[src/rtl/cmp_share_arb.sv]
`default_nettype none
// ============================================================================
//  Module      : cmp_share_arb
//  Description : Round-robin arbiter that shares one registered unsigned
//                compare datapath among NUM_REQ valid/ready requesters and
//                returns tagged less/equal results on one response channel.
//  Revision    : 1.0 - initial release
// ============================================================================
module cmp_share_arb #(
  parameter int NUM_REQ = 4,
  parameter int DATA_W  = 32,
  parameter int ID_W    = 2
) (
  input  logic                        ACLK,
  input  logic                        ARESETn,
  input  logic [NUM_REQ-1:0]          req_valid,
  output logic [NUM_REQ-1:0]          req_ready,
  input  logic [NUM_REQ*DATA_W-1:0]   req_a,
  input  logic [NUM_REQ*DATA_W-1:0]   req_b,
  output logic                        rsp_valid,
  input  logic                        rsp_ready,
  output logic [ID_W-1:0]             rsp_id,
  output logic                        rsp_less,
  output logic                        rsp_equal,
  output logic [15:0]                 done_cnt,
  output logic                        busy
);

  localparam int c_IDX_W = (NUM_REQ > 1) ? $clog2(NUM_REQ) : 1;

  typedef enum logic [1:0] {
    ST_IDLE = 2'd0,
    ST_CMP  = 2'd1,
    ST_RESP = 2'd2
  } state_t;

  state_t               state_q, state_d;
  logic [c_IDX_W-1:0]   last_grant_q, last_grant_d;
  logic [DATA_W-1:0]    op_a_q, op_a_d;
  logic [DATA_W-1:0]    op_b_q, op_b_d;
  logic [ID_W-1:0]      cur_id_q, cur_id_d;
  logic                 rsp_valid_q, rsp_valid_d;
  logic [ID_W-1:0]      rsp_id_q, rsp_id_d;
  logic                 rsp_less_q, rsp_less_d;
  logic                 rsp_equal_q, rsp_equal_d;
  logic [15:0]          done_cnt_q, done_cnt_d;

  logic                 w_grant_found;
  logic [c_IDX_W-1:0]   w_grant_idx;
  logic [c_IDX_W:0]     w_cand;
  logic [NUM_REQ-1:0]   w_req_ready;
  logic [DATA_W:0]      w_diff;

  // Round-robin search: first valid requester at or after last_grant+1, wrapping.
  // The extra bit on w_cand keeps last_grant+k from overflowing before the wrap.
  always_comb begin
    w_grant_found = 1'b0;
    w_grant_idx   = '0;
    w_cand        = '0;
    for (int k = 1; k <= NUM_REQ; k++) begin
      w_cand = {1'b0, last_grant_q} + (c_IDX_W+1)'(k);
      if (w_cand >= (c_IDX_W+1)'(NUM_REQ)) begin
        w_cand = w_cand - (c_IDX_W+1)'(NUM_REQ);
      end
      if (!w_grant_found && req_valid[w_cand[c_IDX_W-1:0]]) begin
        w_grant_found = 1'b1;
        w_grant_idx   = w_cand[c_IDX_W-1:0];
      end
    end
  end

  // One-hot accept for the winner, only while idle; independent of rsp_ready.
  always_comb begin
    w_req_ready = '0;
    if (state_q == ST_IDLE && w_grant_found) begin
      w_req_ready[w_grant_idx] = 1'b1;
    end
  end

  // Shared comparator: a - b via two's complement, carry-out clear means a < b.
  assign w_diff = {1'b0, op_a_q} + {1'b0, ~op_b_q} + {{DATA_W{1'b0}}, 1'b1};

  // Next-state and datapath updates for the IDLE -> CMP -> RESP sequence.
  always_comb begin
    state_d      = state_q;
    last_grant_d = last_grant_q;
    op_a_d       = op_a_q;
    op_b_d       = op_b_q;
    cur_id_d     = cur_id_q;
    rsp_valid_d  = rsp_valid_q;
    rsp_id_d     = rsp_id_q;
    rsp_less_d   = rsp_less_q;
    rsp_equal_d  = rsp_equal_q;
    done_cnt_d   = done_cnt_q;
    case (state_q)
      ST_IDLE: begin
        if (w_grant_found) begin
          op_a_d       = req_a[w_grant_idx*DATA_W +: DATA_W];
          op_b_d       = req_b[w_grant_idx*DATA_W +: DATA_W];
          cur_id_d     = ID_W'(w_grant_idx);
          last_grant_d = w_grant_idx;
          state_d      = ST_CMP;
        end
      end
      ST_CMP: begin
        rsp_less_d  = ~w_diff[DATA_W];
        rsp_equal_d = (w_diff[DATA_W-1:0] == '0);
        rsp_id_d    = cur_id_q;
        rsp_valid_d = 1'b1;
        state_d     = ST_RESP;
      end
      ST_RESP: begin
        if (rsp_valid_q && rsp_ready) begin
          rsp_valid_d = 1'b0;
          done_cnt_d  = done_cnt_q + 16'd1;
          state_d     = ST_IDLE;
        end
      end
      default: begin
        state_d = ST_IDLE;
      end
    endcase
  end

  // State and datapath registers; reset discards any in-flight transaction.
  always_ff @(posedge ACLK) begin
    if (!ARESETn) begin
      state_q      <= ST_IDLE;
      last_grant_q <= c_IDX_W'(NUM_REQ - 1);
      op_a_q       <= '0;
      op_b_q       <= '0;
      cur_id_q     <= '0;
      rsp_valid_q  <= 1'b0;
      rsp_id_q     <= '0;
      rsp_less_q   <= 1'b0;
      rsp_equal_q  <= 1'b0;
      done_cnt_q   <= 16'd0;
    end else begin
      state_q      <= state_d;
      last_grant_q <= last_grant_d;
      op_a_q       <= op_a_d;
      op_b_q       <= op_b_d;
      cur_id_q     <= cur_id_d;
      rsp_valid_q  <= rsp_valid_d;
      rsp_id_q     <= rsp_id_d;
      rsp_less_q   <= rsp_less_d;
      rsp_equal_q  <= rsp_equal_d;
      done_cnt_q   <= done_cnt_d;
    end
  end

  assign req_ready = w_req_ready;
  assign rsp_valid = rsp_valid_q;
  assign rsp_id    = rsp_id_q;
  assign rsp_less  = rsp_less_q;
  assign rsp_equal = rsp_equal_q;
  assign done_cnt  = done_cnt_q;
  assign busy      = (state_q != ST_IDLE);

endmodule
`default_nettype wire

[config.mk]
export PLATFORM = sky130hd
export DESIGN_NAME = cmp_share_arb
export DESIGN_NICKNAME = d
export VERILOG_FILES = /design/src/rtl/cmp_share_arb.sv
export SDC_FILE = /design/constraint.sdc
export NUM_CORES = 1
export LEC_CHECK = 0
export CAP_MARGIN = 10
export CORE_UTILIZATION = 45
export DETAILED_ROUTE_END_ITERATION = 12
export GPL_TIMING_DRIVEN = 0
export PLACE_DENSITY = 0.83
export SLEW_MARGIN = 20
export SYNTH_ARGS = -nofsm -noshare
export SYNTH_HDL_FRONTEND = slang
export SYNTH_SLANG_ARGS = --single-unit
export TNS_END_PERCENT = 1
[constraint.sdc]
create_clock -name ACLK -period 3.36 [get_ports ACLK]
set_input_delay 0.336 -clock ACLK [delete_from_list [all_inputs] [get_ports ACLK]]
set_output_delay 0.336 -clock ACLK [all_outputs]
set_load 0.005 [all_outputs]
==> results of run 1 <==
## power groups by stage
stage / Combinational (mW) / Sequential (mW) / Clock (mW)
floorplan: 2.13 / 1.32 / 0
global placement: 3.04 / 1.35 / 0
detailed placement: 3.09 / 1.36 / 0
CTS: 3.13 / 1.34 / 1.04
global route: 3.51 / 1.35 / 1.10
finish: 3.23 / 1.34 / 1.05
## path summary, 6_finish.rpt
check | start | end | slack (ps) | cells past startpoint
max | op_b_q[0] | rsp_equal | -60 | 11
min | cur_id_q[1] | cur_id_q[1] | 490 | 2
max reg2reg | op_b_q[0] | rsp_equal | -60 | 11
min reg2reg | cur_id_q[1] | cur_id_q[1] | 490 | 2
## placed cells by master (no fill, tap or decap), types with 3 or more instances in the layout
cell type                           n
sky130_fd_sc_hd__clkinv_2           3
sky130_fd_sc_hd__o21ai_0           74
sky130_fd_sc_hd__buf_4              4
sky130_fd_sc_hd__nand3b_1           4
sky130_fd_sc_hd__clkbuf_16          9
sky130_fd_sc_hd__nand2_1          220
sky130_fd_sc_hd__mux2i_1           67
sky130_fd_sc_hd__buf_1              3
sky130_fd_sc_hd__buf_2             10
sky130_fd_sc_hd__nor3_1            12
sky130_fd_sc_hd__o31ai_1            5
sky130_fd_sc_hd__nor2_1            34
sky130_fd_sc_hd__clkbuf_1          51
sky130_fd_sc_hd__and3_1            39
sky130_fd_sc_hd__o22ai_1           17
sky130_fd_sc_hd__a311oi_1          33
sky130_fd_sc_hd__ha_1              33
sky130_fd_sc_hd__nand4_1            9
sky130_fd_sc_hd__clkdlybuf4s50_1  288
sky130_fd_sc_hd__nor2b_1           43
sky130_fd_sc_hd__xnor2_1           15
sky130_fd_sc_hd__nor4_1             3
sky130_fd_sc_hd__nand3_1           18
sky130_fd_sc_hd__dfxtp_1           91
sky130_fd_sc_hd__o21a_1             3
sky130_fd_sc_hd__nand2b_1           5
sky130_fd_sc_hd__inv_1             51
sky130_fd_sc_hd__a21boi_0           6
sky130_fd_sc_hd__and2_1            15
sky130_fd_sc_hd__a21oi_1           77
sky130_fd_sc_hd__a21o_1             8
sky130_fd_sc_hd__o21ai_1            6
sky130_fd_sc_hd__xor2_1             7
sky130_fd_sc_hd__o211ai_1           3
## logic make-up after synthesis
family | Yosys count
AND/OR/NAND/NOR | 417
flip-flops | 91
adder cells (fa/ha/maj) | 34
AO/OA/AOI/OAI | 267
buffers and inverters | 121
multiplexers | 68
XOR/XNOR | 22
## sequential cells by signal, summed over array words and instances (netlist names)
name	cells
done_cnt	16
rsp_equal	1
rsp_id	2
rsp_less	1
last_grant_q	2
rsp_valid	1
op_b_q	32
cur_id_q	2
state_q	2
op_a_q	32
## cell type report
cell class	count	area, um^2	share of cell area
Multi-Input combinational cell	808	5030	0.466
Timing Repair Buffer	291	2910	0.269
Sequential cell	91	1820	0.169
Buffer	67	273	0.0253
Tap cell	216	270	0.0250
Clock buffer	9	225	0.0209
Inverter	52	195	0.0181
Clock inverter	7	73.8	0.00684
## through the flow
step | hold slack (ps) | power, mW
after global placement | 456 | 4.40
after CTS | 498 | 5.51
after floorplan | 443 | 3.45
after detailed placement | 482 | 4.45
after global routing | 523 | 5.96
final | 493 | 5.61
## tightest hold or removal path: stages, from the launching register on
cell and delay, ps:
sky130_fd_sc_hd__dfxtp_1 310, sky130_fd_sc_hd__nand2_1 60, sky130_fd_sc_hd__a21boi_0 70
## timing repair
item / 4_1_cts / 5_1_grt
gates cloned: 0 / 0
gates resized for setup: 3 / 7
setup endpoints to repair: 4 / 5
pin swaps: 1 / 0
setup buffers: 3 / 0
## metal layers
layer | global-route usage | part of all wire | vias up
met5 | 0 | 0 | -
met3 | 0.0541 | 0.091 | 57
met4 | 0.117 | 0.031 | 0
met2 | 0.569 | 0.47 | 457
met1 | 0.383 | 0.41 | 3945
li1 | - | - | 4188
==> flow_summary.ini, run 1 <==
[outcome]
run_status = complete, but fails checks
violations = setup timing

[clock_tree]
clk_pin_slew_ps = 70
tritoncts.num_buffers = 9
htreeDepth = 3
clock_insertion_delay_worst_skew_ps = 350
cts_tree = done
cts.hold.buffers_added = 0
cts.sink_count = 91
cts.root.buffer_cell = sky130_fd_sc_hd__clkbuf_16
clock_tree.buffer_depth = 2

[pwr]
power_switching_mw = 2.42
power_density_nw_per_um2 = 520
power_switching_share = 0.431
pwr-share-seq = 0.238
intPower_mw = 3.19
combPwrFrac = 0.575
power_frac_clock = 0.187
ir_drop_uv = 319
cellLeakagePower_nw = 4.45

[setup_path]
cp.buffers_inverters = 0
critical-path-slowest-cell = sky130_fd_sc_hd__dfxtp_1
crit_family = compound AO/OA/AOI/OAI gates
critical_path.max_stage_delay_ps = 430
timing.critical_path.arrival_ps = 3680
timing_worst_setup_path_type = flop to flop
max_fo_critical_path = 4
cp-start-kind = flop
path_cells = ha_1 > fa_1 > nor2b_4 > o31ai_4 > a211oi_2 > o31a_2 > o21ai_1 > o221ai_1 > nor4_1 > nand4_1 > o31ai_1
cp_data_required_time_ps = 3620
critical_path.endpoint_type = flop

[drt]
post_drt_wl_per_cell_um = 17.7
via_count = 8647
detail-route-antenna-nets = 0
via_per_inst = 5.61
remaining_drc_errors = 0
detailedRoute.firstIterationViolations = 599
drt-pass1-iter-count = 5
wirelength_um = 27300

[timing]
crit_path_time_final_ps = 3420
totalNegativeSetupSlack_ps = -59.6
finalSetupViolCount = 1
unrepaired_setup_endpoints_after_global_routing = true
clock-skew-final_ps = 7.09
final_max_slew_viol_count = 0
period_utilization = 1.02
timing.max_slew.rel_slack = 0.480
pnr_worst_setup_slack_ps = -59.6
hold_viol_final = 0
max_slew.worst_pin.slew_ps = 774
max_clock_freq_ghz = 0.292

[yosys]
synth.top_cells.by_area = sky130_fd_sc_hd__dfxtp_1 (25%), sky130_fd_sc_hd__nand2_1 (11%), sky130_fd_sc_hd__mux2i_1 (9.2%)
netlist.top_cell.by_area = sky130_fd_sc_hd__dfxtp_1
seq_area_frac_synth = 0.250
synthesis.area_per_instance_um2 = 7.13
synthDistinctLibCells = 70
synth_edf_count = 0
synth_top_family_by_area = simple AND/OR/NAND/NOR gates
most_frequent_cell_after_synthesis = sky130_fd_sc_hd__nand2_1
yosys.area_share.xor_xnor = 0.0265
ys_async_sr_fraction = 0
synthesis.area_um2 = 7280
post_synth_and_or_nand_nor_area_fraction = 0.271
synthMuxAreaShare = 0.0942
synthesis.instances = 1020
synth_ff_type = sky130_fd_sc_hd__dfxtp_1
adder_cell_fraction_of_synth_area = 0.0595
area_share_of_the_largest_cell_type_after_synthesis = 0.250
synth.net_count = 1317
synth-compound-area-share = 0.233
warnings_from_yosys = 0
synth.top_cells.by_count = sky130_fd_sc_hd__nand2_1 (220), sky130_fd_sc_hd__dfxtp_1 (91), sky130_fd_sc_hd__a21oi_1 (79)
ys_seq_elements = 91

[floorplanning]
core_area_um2 = 15800
chipWidth_um = 129
initial_utilization = 0.460
floorplan.die.height_um = 129
die_area_um2 = 16700
ioPinCount = 289
placement_rows = 46

[layout]
utilization = 0.682
syn_to_final_growth_pct = 48.3
drive_above_1_share = 0.0408
antenna_cells = 0
final_area_um2 = 10800
layout.cells.non_filler = 1541
nets = 1617
layout.filler_cells = 1347

[place]
place.detailed.hpwl_um = 22100
routabilityCongestion = 0.962
placed_instance_area_um2 = 10400
placedCellCount = 1524
place_ws_ps = -530
placement.io_buffers = 288

[grt]
global_route.usage.total = 0.319
largest_net_degree_at_the_start_of_global_routing = 20
grt_first_pass_wirelength_um = 41000
antenna_violations_before_repair = 0
first_global_vias = 8109
globalRouteOverflowTotal = 0

[min_path]
worst_hold_path_type = flop to flop

[job]
maxCapViolations = 0
Power figures use the tool's default switching activity.
==> inputs of run 2 (changes only) <==
--- a/config.mk
+++ b/config.mk
@@ -8,7 +8,6 @@
 export CAP_MARGIN = 10
 export CORE_UTILIZATION = 45
 export DETAILED_ROUTE_END_ITERATION = 12
-export GPL_TIMING_DRIVEN = 0
 export PLACE_DENSITY = 0.83
 export SLEW_MARGIN = 20
 export SYNTH_ARGS = -nofsm -noshare
==> run 2 against run 1 <==
The run now ends clean. Critical path depth rose by 1. Power fell by 0.30%. Combinational power fell by 1%. First-iteration DRC count fell by 1.5%. Fmax rose by 9.8%. Final cell count fell by 3.4%. Global-route usage fell by 1.8 points. Sequential share of layout area rose by 0.20 points. Clock skew rose by 1.9 ps. Core utilization fell by 0.78 points. Highest routed layer unchanged.
==> flow_summary.ini, run 2 (synthesized netlist as in run 1, its figures left out) <==
[outcome]
run_status = finished, final reports clean

[layout]
syn_to_final_growth_pct = 46.6
drive_above_1_share = 0.0432
antenna_cells = 0
layout.filler_cells = 1314
layout.cells.most_common_list = sky130_fd_sc_hd__clkdlybuf4s50_1 (287), sky130_fd_sc_hd__nand2_1 (220), sky130_fd_sc_hd__dfxtp_1 (91)
layout.cells.non_filler = 1488
final_area_um2 = 10700
final_common_cell = sky130_fd_sc_hd__clkdlybuf4s50_1
nets = 1564

[clock_tree]
cts.sink_count = 91
clock_tree.buffer_depth = 2
clock_insertion_delay_worst_skew_ps = 350
post_cts_buffers = 0
cts_tree = done
cts.root.buffer_cell = sky130_fd_sc_hd__clkbuf_16
clk_pin_slew_ps = 70
tritoncts.num_buffers = 9
cts.hold.buffers_added = 0
htreeDepth = 3

[setup_path]
timing_worst_setup_path_type = flop to flop
timing.critical_path.arrival_ps = 3380
max_fo_critical_path = 10
cp-start-kind = flop
cp_data_required_time_ps = 3620
cp-startpoint = op_b_q[8]
timing.critical_path.to = rsp_equal
timing.reg2reg.setup_slack_ps = 250
depth_of_the_worst_register_to_register_path = 12
critical_path.endpoint_type = flop
rr_startpoint = op_b_q[8]
r2r_end = rsp_equal

[timing]
max_clock_freq_ghz = 0.321
unrepaired_setup_endpoints_after_global_routing = false
finalSetupViolCount = 0
final_max_slew_viol_count = 0
totalNegativeSetupSlack_ps = 0
hold_viol_final = 0
crit_path_time_final_ps = 3110
period_utilization = 0.927
max_slew.worst_pin.slew_ps = 828
timing.max_slew.rel_slack = 0.448
clock-skew-final_ps = 9.04
pnr_worst_setup_slack_ps = 245

[grt]
antenna_violations_before_repair = 0
globalRouteOverflowTotal = 0
global_route.usage.total = 0.301
largest_net_degree_at_the_start_of_global_routing = 93
first_global_vias = 7654
grt_first_pass_wirelength_um = 39400

[floorplanning]
ioPinCount = 289
initial_utilization = 0.460
floorplan.die.height_um = 129
core_area_um2 = 15800
chipWidth_um = 129
die_area_um2 = 16700
placement_rows = 46

[pwr]
post-layout-total-power_mw = 5.60
power_density_nw_per_um2 = 525
cellLeakagePower_nw = 4.42
ir_drop_uv = 327

[drt]
drt-pass1-iter-count = 5
post_drt_wl_per_cell_um = 17.0
remaining_drc_errors = 0
wirelength_um = 25400
via_count = 8325
detail-route-antenna-nets = 0
via_per_inst = 5.59
detailedRoute.firstIterationViolations = 590

[place]
placed_instance_area_um2 = 10300
placedCellCount = 1472
placement.io_buffers = 288
place_ws_ps = 120
routabilityCongestion = 1.00
place.detailed.hpwl_um = 19700

[job]
maxCapViolations = 0

[min_path]
worst_hold_path_type = flop to flop
==> run 2: area by class of cell <==
class | count | area (um^2) | area share
clock buffer | 10 | 229 | 0.0215
clock inverter | 6 | 78.8 | 0.00739
inverter | 52 | 195 | 0.0183
multi-input combinational | 808 | 5020 | 0.470
sequential | 91 | 1820 | 0.171
tap | 216 | 270 | 0.0253
timing repair buffer | 305 | 3060 | 0.286
==> run 2: worst max-delay path: stages, from the launching register on <==
cell and delay, ps:
sky130_fd_sc_hd__dfxtp_1 310, sky130_fd_sc_hd__inv_1 50, sky130_fd_sc_hd__ha_1 460, sky130_fd_sc_hd__and3_4 270, sky130_fd_sc_hd__nand2_1 60, sky130_fd_sc_hd__a2111oi_0 400, sky130_fd_sc_hd__nor3b_1 150, sky130_fd_sc_hd__o41ai_2 440
sky130_fd_sc_hd__xnor2_1 160, sky130_fd_sc_hd__o21ai_1 100, sky130_fd_sc_hd__nor4_2 290, sky130_fd_sc_hd__nand4_1 120, sky130_fd_sc_hd__o31ai_1 230
==> run 2: where the power goes <==
part           switching, mW  internal [mW]  total (mW)  leakage [nW]
Clock                  0.476          0.596        1.07         0.152
Combinational           1.79           1.40        3.19          3.52
Sequential            0.0990           1.24        1.33         0.748
==> run 2: routing by layer <==
layer | vias up | track usage | routed length, um
met3 | 44 | 0.0574 | 2180
met5 | - | 0 | 0
met2 | 416 | 0.502 | 11600
met1 | 3788 | 0.383 | 10800
met4 | 0 | 0.112 | 760
li1 | 4077 | - | -
==> run 2: repair_timing <==
action,4_1_cts,5_1_grt
gates resized for setup,0,3
setup endpoints to repair,0,1
endpoints found under the hold margin,0,0
==> run 2: how the worst min path moves through the flow <==
stage | cells after the start | start | endpoint
2_1_floorplan | 2 | cur_id_q[1] | cur_id_q[1]
3_5_place_dp | 2 | cur_id_q[1] | cur_id_q[1]
4_1_cts | 2 | cur_id_q[1] | cur_id_q[1]
5_1_grt | 2 | rsp_equal | rsp_equal
3_3_place_gp | 2 | cur_id_q[1] | cur_id_q[1]
6_report | 2 | rsp_equal | rsp_equal
==> run 2: per-stage QoR <==
stage                util  hold slack (ps)
finish              0.674              494
global route        0.674              522
CTS                 0.673              495
detailed placement  0.654              486
global placement    0.654              471
floorplan               -              443
